==> config.mk <==
export PLATFORM = sky130hd
export DESIGN_NAME = datapath_bank
export DESIGN_NICKNAME = d
export VERILOG_FILES = /design/src/rtl/datapath_pkg.sv /design/src/rtl/mul_seq.sv /design/src/rtl/datapath_bank.sv
export SDC_FILE = /design/constraint.sdc
export NUM_CORES = 1
export LEC_CHECK = 0
export CAP_MARGIN = 10
export CORE_UTILIZATION = 52
export CTS_CLUSTER_DIAMETER = 100
export DETAILED_ROUTE_END_ITERATION = 12
export GPL_ROUTABILITY_DRIVEN = 0
export PLACE_DENSITY = 0.82
export SETUP_SLACK_MARGIN = 0.3
export SLEW_MARGIN = 0
export SYNTH_ARGS = -nofsm -noshare
export SYNTH_HDL_FRONTEND = slang
export SYNTH_HIERARCHICAL = 1
export SYNTH_SLANG_ARGS = --single-unit
==> constraint.sdc <==
create_clock -name clock_in -period 4.43 [get_ports clock_in]
set_input_delay 0.6645 -clock clock_in [delete_from_list [all_inputs] [get_ports clock_in]]
set_output_delay 0.6645 -clock clock_in [all_outputs]
set_load 0.01 [all_outputs]
==> src/rtl/datapath_pkg.sv <==
// Shared types for the accumulator-bank datapath: ALU opcodes, acc write-source
// encodings and the multiplier sequencer states.
package datapath_pkg;

    typedef enum logic [2:0] {
        ADD = 3'b000,
        SUB = 3'b001,
        AND = 3'b010,
        OR  = 3'b011,
        XOR = 3'b100,
        SHL = 3'b101,
        SAR = 3'b110,
        MUL = 3'b111
    } alu_op_t;

    localparam logic [1:0] SEL_A_MEM  = 2'b00;
    localparam logic [1:0] SEL_A_EXT  = 2'b01;
    localparam logic [1:0] SEL_A_ALU  = 2'b10;
    localparam logic [1:0] SEL_A_NONE = 2'b11;

    typedef enum logic [1:0] {
        IDLE = 2'b00,
        RUN  = 2'b01,
        DONE = 2'b10
    } mul_state_t;

endpackage

==> src/rtl/mul_seq.sv <==
// Iterative unsigned shift-add multiplier: one multiplier bit per cycle, a
// one-cycle DONE state presents the full 2*DATA_WIDTH product and its destination.
module mul_seq
    import datapath_pkg::*;
#(
    parameter int DATA_WIDTH = 16,
    parameter int IDX_WIDTH  = 2
) (
    input  logic                    clock,
    input  logic                    reset,
    input  logic                    i_start,
    input  logic [DATA_WIDTH-1:0]   i_a,
    input  logic [DATA_WIDTH-1:0]   i_b,
    input  logic [IDX_WIDTH-1:0]    i_dest,
    output logic                    o_accept,
    output logic                    o_busy,
    output logic                    o_done,
    output logic [2*DATA_WIDTH-1:0] o_product,
    output logic [IDX_WIDTH-1:0]    o_dest
);

    localparam int CNT_WIDTH = $clog2(DATA_WIDTH);
    localparam logic [CNT_WIDTH-1:0] LAST_STEP = CNT_WIDTH'(DATA_WIDTH - 1);

    mul_state_t              r_state;
    logic [2*DATA_WIDTH-1:0] r_mcand;
    logic [2*DATA_WIDTH-1:0] r_prod;
    logic [DATA_WIDTH-1:0]   r_mplier;
    logic [CNT_WIDTH-1:0]    r_count;
    logic [IDX_WIDTH-1:0]    r_dest;
    logic                    r_busy;
    logic                    r_done;

    assign o_accept  = i_start && (r_state == IDLE);
    assign o_busy    = r_busy;
    assign o_done    = r_done;
    assign o_product = r_prod;
    assign o_dest    = r_dest;

    // busy/done are registered alongside the state so they change exactly on state entry
    always_ff @(posedge clock) begin
        if (reset) begin
            r_state  <= IDLE;
            r_mcand  <= '0;
            r_prod   <= '0;
            r_mplier <= '0;
            r_count  <= '0;
            r_dest   <= '0;
            r_busy   <= 1'b0;
            r_done   <= 1'b0;
        end else begin
            case (r_state)
                IDLE: begin
                    r_done <= 1'b0;
                    if (o_accept) begin
                        r_mcand  <= {{DATA_WIDTH{1'b0}}, i_a};
                        r_mplier <= i_b;
                        r_prod   <= '0;
                        r_count  <= '0;
                        r_dest   <= i_dest;
                        r_busy   <= 1'b1;
                        r_state  <= RUN;
                    end
                end
                RUN: begin
                    if (r_mplier[0]) begin
                        r_prod <= r_prod + r_mcand;
                    end
                    r_mcand  <= r_mcand << 1;
                    r_mplier <= r_mplier >> 1;
                    r_count  <= r_count + 1'b1;
                    if (r_count == LAST_STEP) begin
                        r_busy  <= 1'b0;
                        r_done  <= 1'b1;
                        r_state <= DONE;
                    end
                end
                DONE: begin
                    r_done  <= 1'b0;
                    r_state <= IDLE;
                end
                default: begin
                    r_busy  <= 1'b0;
                    r_done  <= 1'b0;
                    r_state <= IDLE;
                end
            endcase
        end
    end

endmodule

==> src/rtl/datapath_bank.sv <==
// Accumulator-bank datapath with 8-op ALU and Z/N/C/V flags.
// Define DATAPATH_BANK_MUL_EN to include the multi-cycle multiplier (mul_seq).
module datapath_bank
    import datapath_pkg::*;
#(
    parameter  int DATA_WIDTH    = 16,
    parameter  int OPERAND_WIDTH = 11,
    parameter  int NUM_ACC       = 4,
    localparam int ACC_SEL_WIDTH = $clog2(NUM_ACC)
) (
    input  logic                     clock_in,
    input  logic                     reset_in,
    input  logic [OPERAND_WIDTH-1:0] operand_in,
    input  logic [DATA_WIDTH-1:0]    data_memory_in,
    input  logic [ACC_SEL_WIDTH-1:0] acc_sel_in,
    input  logic [2:0]               alu_op_in,
    input  logic [1:0]               sel_A_in,
    input  logic                     sel_B_in,
    input  logic                     acc_wr_in,
    input  logic                     status_wr_in,
    input  logic                     start_in,
    output logic [OPERAND_WIDTH-1:0] data_memory_address_out,
    output logic [DATA_WIDTH-1:0]    data_out,
    output logic [DATA_WIDTH-1:0]    ext_out,
    output logic                     status_Z_out,
    output logic                     status_N_out,
    output logic                     status_C_out,
    output logic                     status_V_out,
    output logic                     busy_out,
    output logic                     done_out
);

    localparam int MSB = DATA_WIDTH - 1;

    logic [DATA_WIDTH-1:0] r_acc [NUM_ACC];
    logic                  r_flagZ, r_flagN, r_flagC, r_flagV;

    alu_op_t               w_op;
    logic [DATA_WIDTH-1:0] w_a, w_b, w_ext, w_muxA, w_aluRes;
    logic [DATA_WIDTH:0]   w_sum;
    logic                  w_aluC, w_aluV;

    logic                    w_mulAccept, w_mulBusy, w_mulDone;
    logic [2*DATA_WIDTH-1:0] w_mulProduct;
    logic [ACC_SEL_WIDTH-1:0] w_mulDest;

    assign w_op  = alu_op_t'(alu_op_in);
    assign w_ext = {{(DATA_WIDTH-OPERAND_WIDTH){operand_in[OPERAND_WIDTH-1]}}, operand_in};
    assign w_a   = r_acc[acc_sel_in];
    assign w_b   = sel_B_in ? w_ext : data_memory_in;

`ifdef DATAPATH_BANK_MUL_EN
    mul_seq #(
        .DATA_WIDTH (DATA_WIDTH),
        .IDX_WIDTH  (ACC_SEL_WIDTH)
    ) u_mulSeq (
        .clock     (clock_in),
        .reset     (reset_in),
        .i_start   (start_in && (w_op == MUL)),
        .i_a       (w_a),
        .i_b       (w_b),
        .i_dest    (acc_sel_in),
        .o_accept  (w_mulAccept),
        .o_busy    (w_mulBusy),
        .o_done    (w_mulDone),
        .o_product (w_mulProduct),
        .o_dest    (w_mulDest)
    );
`else
    logic w_unusedStart;
    assign w_unusedStart = start_in;
    assign w_mulAccept   = 1'b0;
    assign w_mulBusy     = 1'b0;
    assign w_mulDone     = 1'b0;
    assign w_mulProduct  = '0;
    assign w_mulDest     = '0;
`endif

    always_comb begin
        w_aluRes = '0;
        w_aluC   = 1'b0;
        w_aluV   = 1'b0;
        w_sum    = '0;
        case (w_op)
            ADD: begin
                w_sum    = {1'b0, w_a} + {1'b0, w_b};
                w_aluRes = w_sum[MSB:0];
                w_aluC   = w_sum[DATA_WIDTH];
                w_aluV   = (w_a[MSB] == w_b[MSB]) && (w_aluRes[MSB] != w_a[MSB]);
            end
            SUB: begin
                w_aluRes = w_a - w_b;
                w_aluC   = (w_a < w_b);
                w_aluV   = (w_a[MSB] != w_b[MSB]) && (w_aluRes[MSB] != w_a[MSB]);
            end
            AND: w_aluRes = w_a & w_b;
            OR:  w_aluRes = w_a | w_b;
            XOR: w_aluRes = w_a ^ w_b;
            SHL: begin
                w_aluRes = w_a << 1;
                w_aluC   = w_a[MSB];
            end
            SAR: begin
                w_aluRes = $unsigned($signed(w_a) >>> 1);
                w_aluC   = w_a[0];
            end
            MUL:     w_aluRes = w_b;
            default: w_aluRes = '0;
        endcase
    end

    always_comb begin
        w_muxA = data_memory_in;
        case (sel_A_in)
            SEL_A_EXT: w_muxA = w_ext;
            SEL_A_ALU: w_muxA = w_aluRes;
            default:   w_muxA = data_memory_in;
        endcase
    end

    // A finishing multiply owns the write port for its DONE cycle; normal writes stall while busy or starting
    always_ff @(posedge clock_in) begin
        if (reset_in) begin
            for (int i = 0; i < NUM_ACC; i++) begin
                r_acc[i] <= '0;
            end
            r_flagZ <= 1'b0;
            r_flagN <= 1'b0;
            r_flagC <= 1'b0;
            r_flagV <= 1'b0;
        end else if (w_mulDone) begin
            r_acc[w_mulDest] <= w_mulProduct[MSB:0];
            r_flagZ          <= (w_mulProduct[MSB:0] == '0);
            r_flagN          <= w_mulProduct[MSB];
            r_flagC          <= |w_mulProduct[2*DATA_WIDTH-1:DATA_WIDTH];
            r_flagV          <= 1'b0;
        end else if (!w_mulBusy && !w_mulAccept) begin
            if (acc_wr_in && (sel_A_in != SEL_A_NONE)) begin
                r_acc[acc_sel_in] <= w_muxA;
            end
            if (status_wr_in) begin
                r_flagZ <= (w_aluRes == '0);
                r_flagN <= w_aluRes[MSB];
                r_flagC <= w_aluC;
                r_flagV <= w_aluV;
            end
        end
    end

    assign data_memory_address_out = operand_in;
    assign data_out                = w_a;
    assign ext_out                 = w_ext;
    assign status_Z_out            = r_flagZ;
    assign status_N_out            = r_flagN;
    assign status_C_out            = r_flagC;
    assign status_V_out            = r_flagV;
    assign busy_out                = w_mulBusy;
    assign done_out                = w_mulDone;

endmodule

==> metrics.txt, run 1 <==
outcome finished clean; DIE AREA 13300 sq um; Initial Util 53.3%; drt drc 0; ant diodes 0; hold depth 2; DP Cell Count 1072; Net Sw Frac 33.1%; number of synthesized flops with an enable pin 64; Mapped Cells 755; leakage power 3.79 nW; CP max stage delay 0.40 ns; Final min period 4.04 ns; Vias 6818; internal power 1.77 mW; Detail Route Antenna Nets 0; Die W 115 um; Synth cell types 73; main combinational cell family by area after synthesis compound AO/OA/AOI/OAI gates; routed vias/inst 6.22; Die Span Y 115 um; max cap viols 0; htree depth 3; Slew Limit Fails 0; Site Rows 41; worst relative slew slack 37.5%; vias in the first global route 6721; Total Routing Usage GR 35.0%; register area share after synthesis 29.9%; Root Buffer clkbuf_16; Longest Clk Path Bufs 2; element type at the critical path end flop; PwrDens 297 nW/um^2; Setup WS pre-CTS -0.487 ns; Post-layout nets 1012; Routed WL 22600 um; final hold violation count 0; CP bufs+invs 5; post-synthesis register bit count 68; CP cell instances dlygate4sd2_1, buf_4, buf_4, mux2i_1, mux2i_2, buf_4, ha_1, buf_4, o21a_1, o21ai_1, nand2_1, o21ai_0, o32ai_2, or3_4, a31oi_4, o21ai_2, nor4b_2; CP Class in -> reg; Worst-path clk slew 0.06 ns; Max IR drop VDD 0.381 mV; DRT iter0 DRCs 844; Area contributors post-synth edfxtp_1 29%, ha_1 9.5%, nor2_1 5.3%, mux4_2 4.4%, inv_1 3.6%; critical-path maximum fanout 12; share of cells above drive strength 1 24.5%; Core Area 12600 sq um; worst min path class reg -> reg; switching power 874 uW; initial antenna violation count 0; Wirelength per Cell 20.6 um; TritonCTS buffer count 9; DRT Pass-1 Iters 5; Primary FF master, synth edfxtp_1; buffers added on ports 85; largest net degree at the start of global routing 33; remaining global-route overflow 0; sequential share of power 28.5%; Fillers 887; clock sink total 68; TNS Setup 0 ns; Reg2Reg Depth 11; Slowest cell on crit path or3_4; post-synthesis mux area share 11.6%; Crit path max-delay family buffers and inverters; Final Instance Count excl. Fillers 1096; endpoints failing setup 0; Syn Std Cell Area 6700 sq um; clock share of power 28.5%; post-synthesis compound-gate area fraction 19.8%; post-synthesis xor/xnor area fraction 0.915%; CTS tree yes; commonest cells after routing, fill and taps aside 140 x buf_4, 94 x nor2_1, 81 x clkdlybuf4s50_1, 65 x inv_1, 64 x edfxtp_1; Worst path most repeated cell buf_4; Layout Skew 0.00649 ns; Final WS setup 0.389 ns; CP arrival 4.10 ns; # hold bufs at CTS 0; post-synthesis average cell area 8.87 sq um; Yosys top cell area share 28.7%; post-detail-place hpwl 16500 um; combinational share of power 43.1%; Peak Freq 247 MHz; commonest non-fill, non-tap cell in the layout buf_4; hold_ws 0.479 ns; Worst Setup Start Kind primary input; area leader, netlist edfxtp_1; WP depth 17; first-pass GRT wire length 35100 um; post-synthesis simple-gate area fraction 17.2%; Post-Synth Adder-Cell Area 10.1%; ys async rst share 0%; synth warn 6; Ports 89; final period utilization 91.2%; clock latency on the worst-skew pair 0.34 ns; Slew @ Worst Pin 0.937 ns; area added between synthesis and finish 32.8%; RSZ-0062 raised after global routing no; Critical Path RT 4.49 ns; Final Util 70.8%
## synth_stat cells, drive strengths merged, types with 4 or more instances
| cell type | number |
|---|---|
| a211o | 5 |
| a211oi | 12 |
| a21o | 6 |
| a21oi | 37 |
| a221o | 11 |
| a22oi | 6 |
| a31o | 4 |
| a31oi | 5 |
| and3 | 4 |
| buf | 54 |
| clkbuf | 22 |
| dfxtp | 4 |
| edfxtp | 64 |
| ha | 51 |
| inv | 66 |
| mux2 | 12 |
| mux2i | 22 |
| mux4 | 18 |
| nand2 | 44 |
| nand2b | 20 |
| nand3 | 15 |
| nor2 | 95 |
| nor2b | 18 |
| nor3 | 21 |
| nor3b | 4 |
| o211ai | 9 |
| o21a | 4 |
| o21ai | 38 |
| o22ai | 9 |
| o31ai | 6 |
| or3 | 4 |
| xnor2 | 7 |
## metrics by stage
| stage | power (mW) | instance area (sq um) |
|---|---|---|
| 6_report | 2.64 | 8890 |
| 5_1_grt | 2.74 | 8890 |
| 4_1_cts | 2.57 | 8810 |
| 3_5_place_dp | 1.79 | 8350 |
| 3_3_place_gp | 1.75 | 8350 |
| 2_1_floorplan | 1.35 | 6710 |
## power groups by stage
stage / Combinational (mW) / Sequential (mW) / Clock (mW)
2_1_floorplan: 0.592 / 0.759 / 0
4_1_cts: 1.07 / 0.751 / 0.753
5_1_grt: 1.20 / 0.753 / 0.781
3_3_place_gp: 0.991 / 0.759 / 0
3_5_place_dp: 1.03 / 0.763 / 0
6_report: 1.14 / 0.751 / 0.751
## flip-flops by register name (all words and copies together) (netlist names)
register,count
status_V_out,1
status_C_out,1
status_Z_out,1
status_N_out,1
r_acc,64
## tightest hold or removal path, stage by stage, from the launching register on
cell and delay [ns]:
dfxtp_1 0.31, nand2b_1 0.07, a21oi_1 0.06
## cell families after synthesis
kind of cell	count (synthesis)
simple gates	241
compound gates	190
buf+inv	143
flops	68
fa+ha+maj	53
mux	52
xor+xnor	7
other cells	1
## final timing paths
path | end | from | slack [ns]
setup / recovery | r_acc[2][14]$_SDFFCE_PN0P_ | acc_sel_in[1] | 0.39
hold reg to reg | status_V_out$_SDFFE_PP0P_ | status_V_out$_SDFFE_PP0P_ | 0.48
setup reg to reg | r_acc[2][14]$_SDFFCE_PN0P_ | r_acc[0][0]$_SDFFCE_PN0P_ | 0.63
hold / removal | status_V_out$_SDFFE_PP0P_ | status_V_out$_SDFFE_PP0P_ | 0.48
## timing repair
item	in CTS	in global routing
buffers inserted	4	4
setup endpoints to repair	49	40
pin swaps	6	9
gates resized for setup	28	18
cloned	0	0
## cell type report
class                           count  area, sq um  area share, %
Timing Repair Buffer              228         1930           21.7
Inverter                           67          251           2.83
Tap cell                          172          215           2.42
Clock inverter                      7         91.3           1.03
Sequential cell                    68         2000           22.5
Multi-Input combinational cell    545         4180           47.0
Clock buffer                        9          225           2.53
## per-layer routing
metal / global-route usage, % / vias up / routed length, um
li1: - / 3035 / -
met1: 43.8 / 3224 / 8310
met2: 58.1 / 448 / 11000
met3: 6.38 / 111 / 2330
met4: 17.9 / 0 / 973
met5: 0 / - / 0
Note: power is estimated with default switching activity, not from simulation.
==> run 2: changes to the inputs <==
- CORE_UTILIZATION: 52 -> 55
- CTS_CLUSTER_SIZE: default -> 16
- DONT_BUFFER_PORTS: default -> 1
- PLACE_DENSITY: 0.82 -> 0.76
==> metrics.txt, run 2 (synthesis gave the netlist of run 1 again) <==
largest net degree at the start of global routing 86; Final WS setup 0.481 ns; Site Rows 39; max cap viols 0; leakage power 2.81 nW; Die W 112 um; initial antenna violation count 0; DRT iter0 DRCs 560; first-pass GRT wire length 29300 um; CP max stage delay 0.61 ns; violated checks DRC; commonest non-fill, non-tap cell in the layout nor2_1; worst relative slew slack 43.8%; Longest Clk Path Bufs 2; DRT Pass-1 Iters 9; TNS Setup 0 ns; Root Buffer clkbuf_16; Wirelength per Cell 21.6 um; clock share of power 34.8%; DIE AREA 12600 sq um; Layout Skew 0.00734 ns; worst min path class in -> reg; Slew Limit Fails 0; post-detail-place hpwl 13500 um; sequential share of power 33.2%; Worst-path clk slew 0.06 ns; CTS tree yes; Tot Pwr 2.26 mW; CP arrival 4.11 ns; Detail Route Antenna Nets 0; critical-path maximum fanout 25; switching power 687 uW; element type at the critical path end flop; Slowest cell on crit path mux4_2; Crit path max-delay family simple AND/OR/NAND/NOR gates; Core Area 11700 sq um; Setup WS pre-CTS 0.200 ns; vias in the first global route 5686; Initial Util 57.4%; Final min period 3.95 ns; Die Span Y 112 um; buffers added on ports 0; area added between synthesis and finish 3.33%; final hold violation count 0; PwrDens 327 nW/um^2; outcome complete, but fails checks; CP cell instances mux4_2, inv_1, ha_1, o21ai_1, nor3_1, a211o_1, a31oi_1, or4_1, nand3_1, nand2_1, a221o_1, nor2_1; CP bufs+invs 1; ant diodes 0; postcts setup bufs 0; remaining global-route overflow 0; routed vias/inst 6.75; commonest cells after routing, fill and taps aside 95 x nor2_1, 65 x inv_1, 64 x edfxtp_1, 51 x ha_1, 44 x nand2_1; CP Class in -> reg; Most flops, register r_acc; combinational share of power 32.0%; Slew @ Worst Pin 0.843 ns; clock sink total 68; TritonCTS buffer count 9; htree depth 3; Post-layout nets 800; RSZ-0062 raised after global routing yes; final period utilization 89.1%; Vias 5767; Worst Setup Start Kind primary input; internal power 1.57 mW; share of cells above drive strength 1 10.3%; Total Routing Usage GR 30.2%; Routed WL 18500 um; Ports 89; max reg flops 64; endpoints failing setup 0; Critical Path RT 4.59 ns; clock latency on the worst-skew pair 0.33 ns; Max IR drop VDD 0.363 mV; Net Sw Frac 30.4%; drt drc 2; Peak Freq 253 MHz
-- run 2: cell count changes in the layout (fill, tap and decap cells not counted), sizes merged --
| cell | previous run | this run |
|---|---|---|
| buf | 144 | 16 |
| bufinv | 2 | 3 |
| clkdlybuf4s50 | 81 | 0 |
| clkinvlp | 2 | 0 |
| dlygate4sd2 | 1 | 0 |
| dlymetal6s2s | 1 | 0 |
-- run 2: stage by stage --
| stage | hold slack, ns | utilization, % | area, sq um | instances |
|---|---|---|---|---|
| after global routing | 0.389 | 59.3 | 6920 | 855 |
| after global placement | 0.509 | 56.3 | 6570 | 839 |
| after floorplan | 0.493 | - | 6710 | 756 |
| final | 0.400 | 59.3 | 6920 | 855 |
| after CTS | 0.392 | 59.2 | 6900 | 855 |
| after detailed placement | 0.515 | 56.3 | 6570 | 839 |
-- run 2: routing by layer --
metal  track usage, %  vias up  part of all wire (%)  routed length, um
li1                 -     2613                     -                  -
met1             37.4     2765                    39               7280
met2             49.1      313                    47               8610
met3             5.72       76                   8.6               1580
met4             18.7        0                   5.4                998
met5                0        -                     0                  0
-- run 2: final timing paths --
path                             start                         end  slack [ns]  cells past startpoint
max                      acc_sel_in[0]  r_acc[0][12]$_SDFFCE_PN0P_        0.48                     12
min                           reset_in   status_V_out$_SDFFE_PP0P_        0.40                      1
max reg2reg  r_acc[0][6]$_SDFFCE_PN0P_  r_acc[0][12]$_SDFFCE_PN0P_        0.49                     12
min reg2reg  status_V_out$_SDFFE_PP0P_   status_V_out$_SDFFE_PP0P_        0.52                      2
-- run 2: timing repair --
item                                    4_1_cts  5_1_grt
gates resized for setup                       0        2
hold buffers                                  0        0
endpoints found under the setup margin        0        4
-- run 2: final cells by class --
type                            count  area (sq um)
Timing Repair Buffer               16           120
Inverter                           67           251
Multi-Input combinational cell    545          4040
Clock inverter                      6           103
Tap cell                          143           179
Sequential cell                    68          2000
Clock buffer                       10           229
Fill cell                         980          4740
-- run 2: power groups by stage --
stage | sequential, mW | combinational, mW | clock [mW]
after floorplan | 0.759 | 0.592 | 0
after CTS | 0.751 | 0.705 | 0.791
after global placement | 0.760 | 0.681 | 0
after global routing | 0.754 | 0.786 | 0.815
after detailed placement | 0.763 | 0.699 | 0
final | 0.751 | 0.722 | 0.787
==> run 3: changes to the inputs <==
- CAP_MARGIN: 10 -> 20
- GPL_ROUTABILITY_DRIVEN: 0 -> default
==> metrics.txt, run 3 (synthesis gave the netlist of run 1 again) <==
Wirelength per Cell 21.5 um; Max IR drop VDD 0.553 mV; RSZ-0062 raised after global routing yes; worst relative slew slack 43.6%; Critical Path RT 4.48 ns; post-CTS sizing 0; routability cong. 0.904; Die Span Y 112 um; Longest Clk Path Bufs 2; initial antenna violation count 0; Detail Route Antenna Nets 0; first-pass GRT wire length 29300 um; commonest non-fill, non-tap cell in the layout nor2_1; final period utilization 88.8%; clock latency on the worst-skew pair 0.33 ns; DRT iter0 DRCs 515; drt drc 2; Final min period 3.93 ns; PwrDens 320 nW/um^2; ant diodes 0; Total Routing Usage GR 30.0%; Slew Limit Fails 0; clock sink total 68; DRT Pass-1 Iters 9; max reg flops 64; Peak Freq 254 MHz; Most flops, register r_acc; TritonCTS buffer count 9; Die W 112 um; commonest cells after routing, fill and taps aside 95 x nor2_1, 65 x inv_1, 64 x edfxtp_1, 51 x ha_1, 44 x nand2_1; Layout Skew 0.00658 ns; Core Area 11700 sq um; Slew @ Worst Pin 0.847 ns; Root Buffer clkbuf_16; vias in the first global route 5725; critical-path maximum fanout 4; # hold bufs at CTS 0; postcts setup bufs 0; final hold violation count 0; Post-layout nets 801; largest net degree at the start of global routing 86; endpoints failing setup 0; worst min path class in -> reg; violated checks DRC; routed vias/inst 6.56; post-detail-place hpwl 13500 um; leakage power 2.81 nW; Worst-path clk slew 0.05 ns; DIE AREA 12600 sq um; Tot Pwr 2.21 mW; Vias 5618; Initial Util 57.4%; CTS tree yes; buffers added on ports 0; outcome complete, but fails checks; CP Class reg -> reg; Worst Setup Start Kind flop; Ports 89; remaining global-route overflow 0; CP arrival 3.98 ns; area added between synthesis and finish 3.12%; TNS Setup 0 ns; Routed WL 18400 um; htree depth 3; share of cells above drive strength 1 10.8%; element type at the critical path end flop; max cap viols 0; Site Rows 39
## run 3: report_power, final
group	total, mW	internal, mW	switching [mW]	leakage, nW
sequential	0.750	0.740	0.0100	0.696
clock	0.737	0.495	0.242	0.158
combinational	0.726	0.290	0.436	1.96
total	2.21	1.52	0.688	2.81
## run 3: layout make-up
class	count	area (sq um)
sequential	68	2000
inverter	67	251
multi-input combinational	545	4020
fill	976	4760
clock inverter	3	42.5
tap	143	179
timing repair buffer	17	128
clock buffer	13	280
## run 3: per-stage QoR
step	instances	util, %	setup WS [ns]	hold slack [ns]	instance area, sq um
after global routing	856	59.2	0.287	0.392	6910
after global placement	840	56.4	0.236	0.511	6580
after CTS	856	59.2	0.512	0.394	6900
final	856	59.2	0.495	0.405	6910
after detailed placement	840	56.4	0.211	0.519	6580
after floorplan	756	-	0.304	0.493	6710
## run 3: worst paths after layout
kind / from / endpoint / slack, ns / cells past startpoint
setup / recovery: r_acc[3][0]$_DFFE_PP_ / r_acc[2][14]$_SDFFCE_PN0P_ / 0.50 / 11
hold / removal: reset_in / status_C_out$_SDFFE_PP0P_ / 0.40 / 1
setup reg to reg: r_acc[3][0]$_DFFE_PP_ / r_acc[2][14]$_SDFFCE_PN0P_ / 0.50 / 11
hold reg to reg: status_V_out$_SDFFE_PP0P_ / status_V_out$_SDFFE_PP0P_ / 0.53 / 2
## run 3: layer usage
layer	global-route usage [%]	wire length, um	up-vias
li1	-	-	2611
met1	39.0	7580	2715
met2	49.5	8750	249
met3	3.94	1310	43
met4	14.5	719	0
met5	0	0	-
## run 3: worst max-delay path, stage by stage, from the launching register on
cell	delay (ns)
edfxtp_1	0.36
mux4_2	0.53
ha_1	0.29
fa_1	0.43
a211oi_2	0.27
o21ai_1	0.16
a2111oi_2	0.43
o32ai_1	0.16
or3_1	0.36
a31oi_1	0.30
o21ai_1	0.16
nor4b_1	0.19
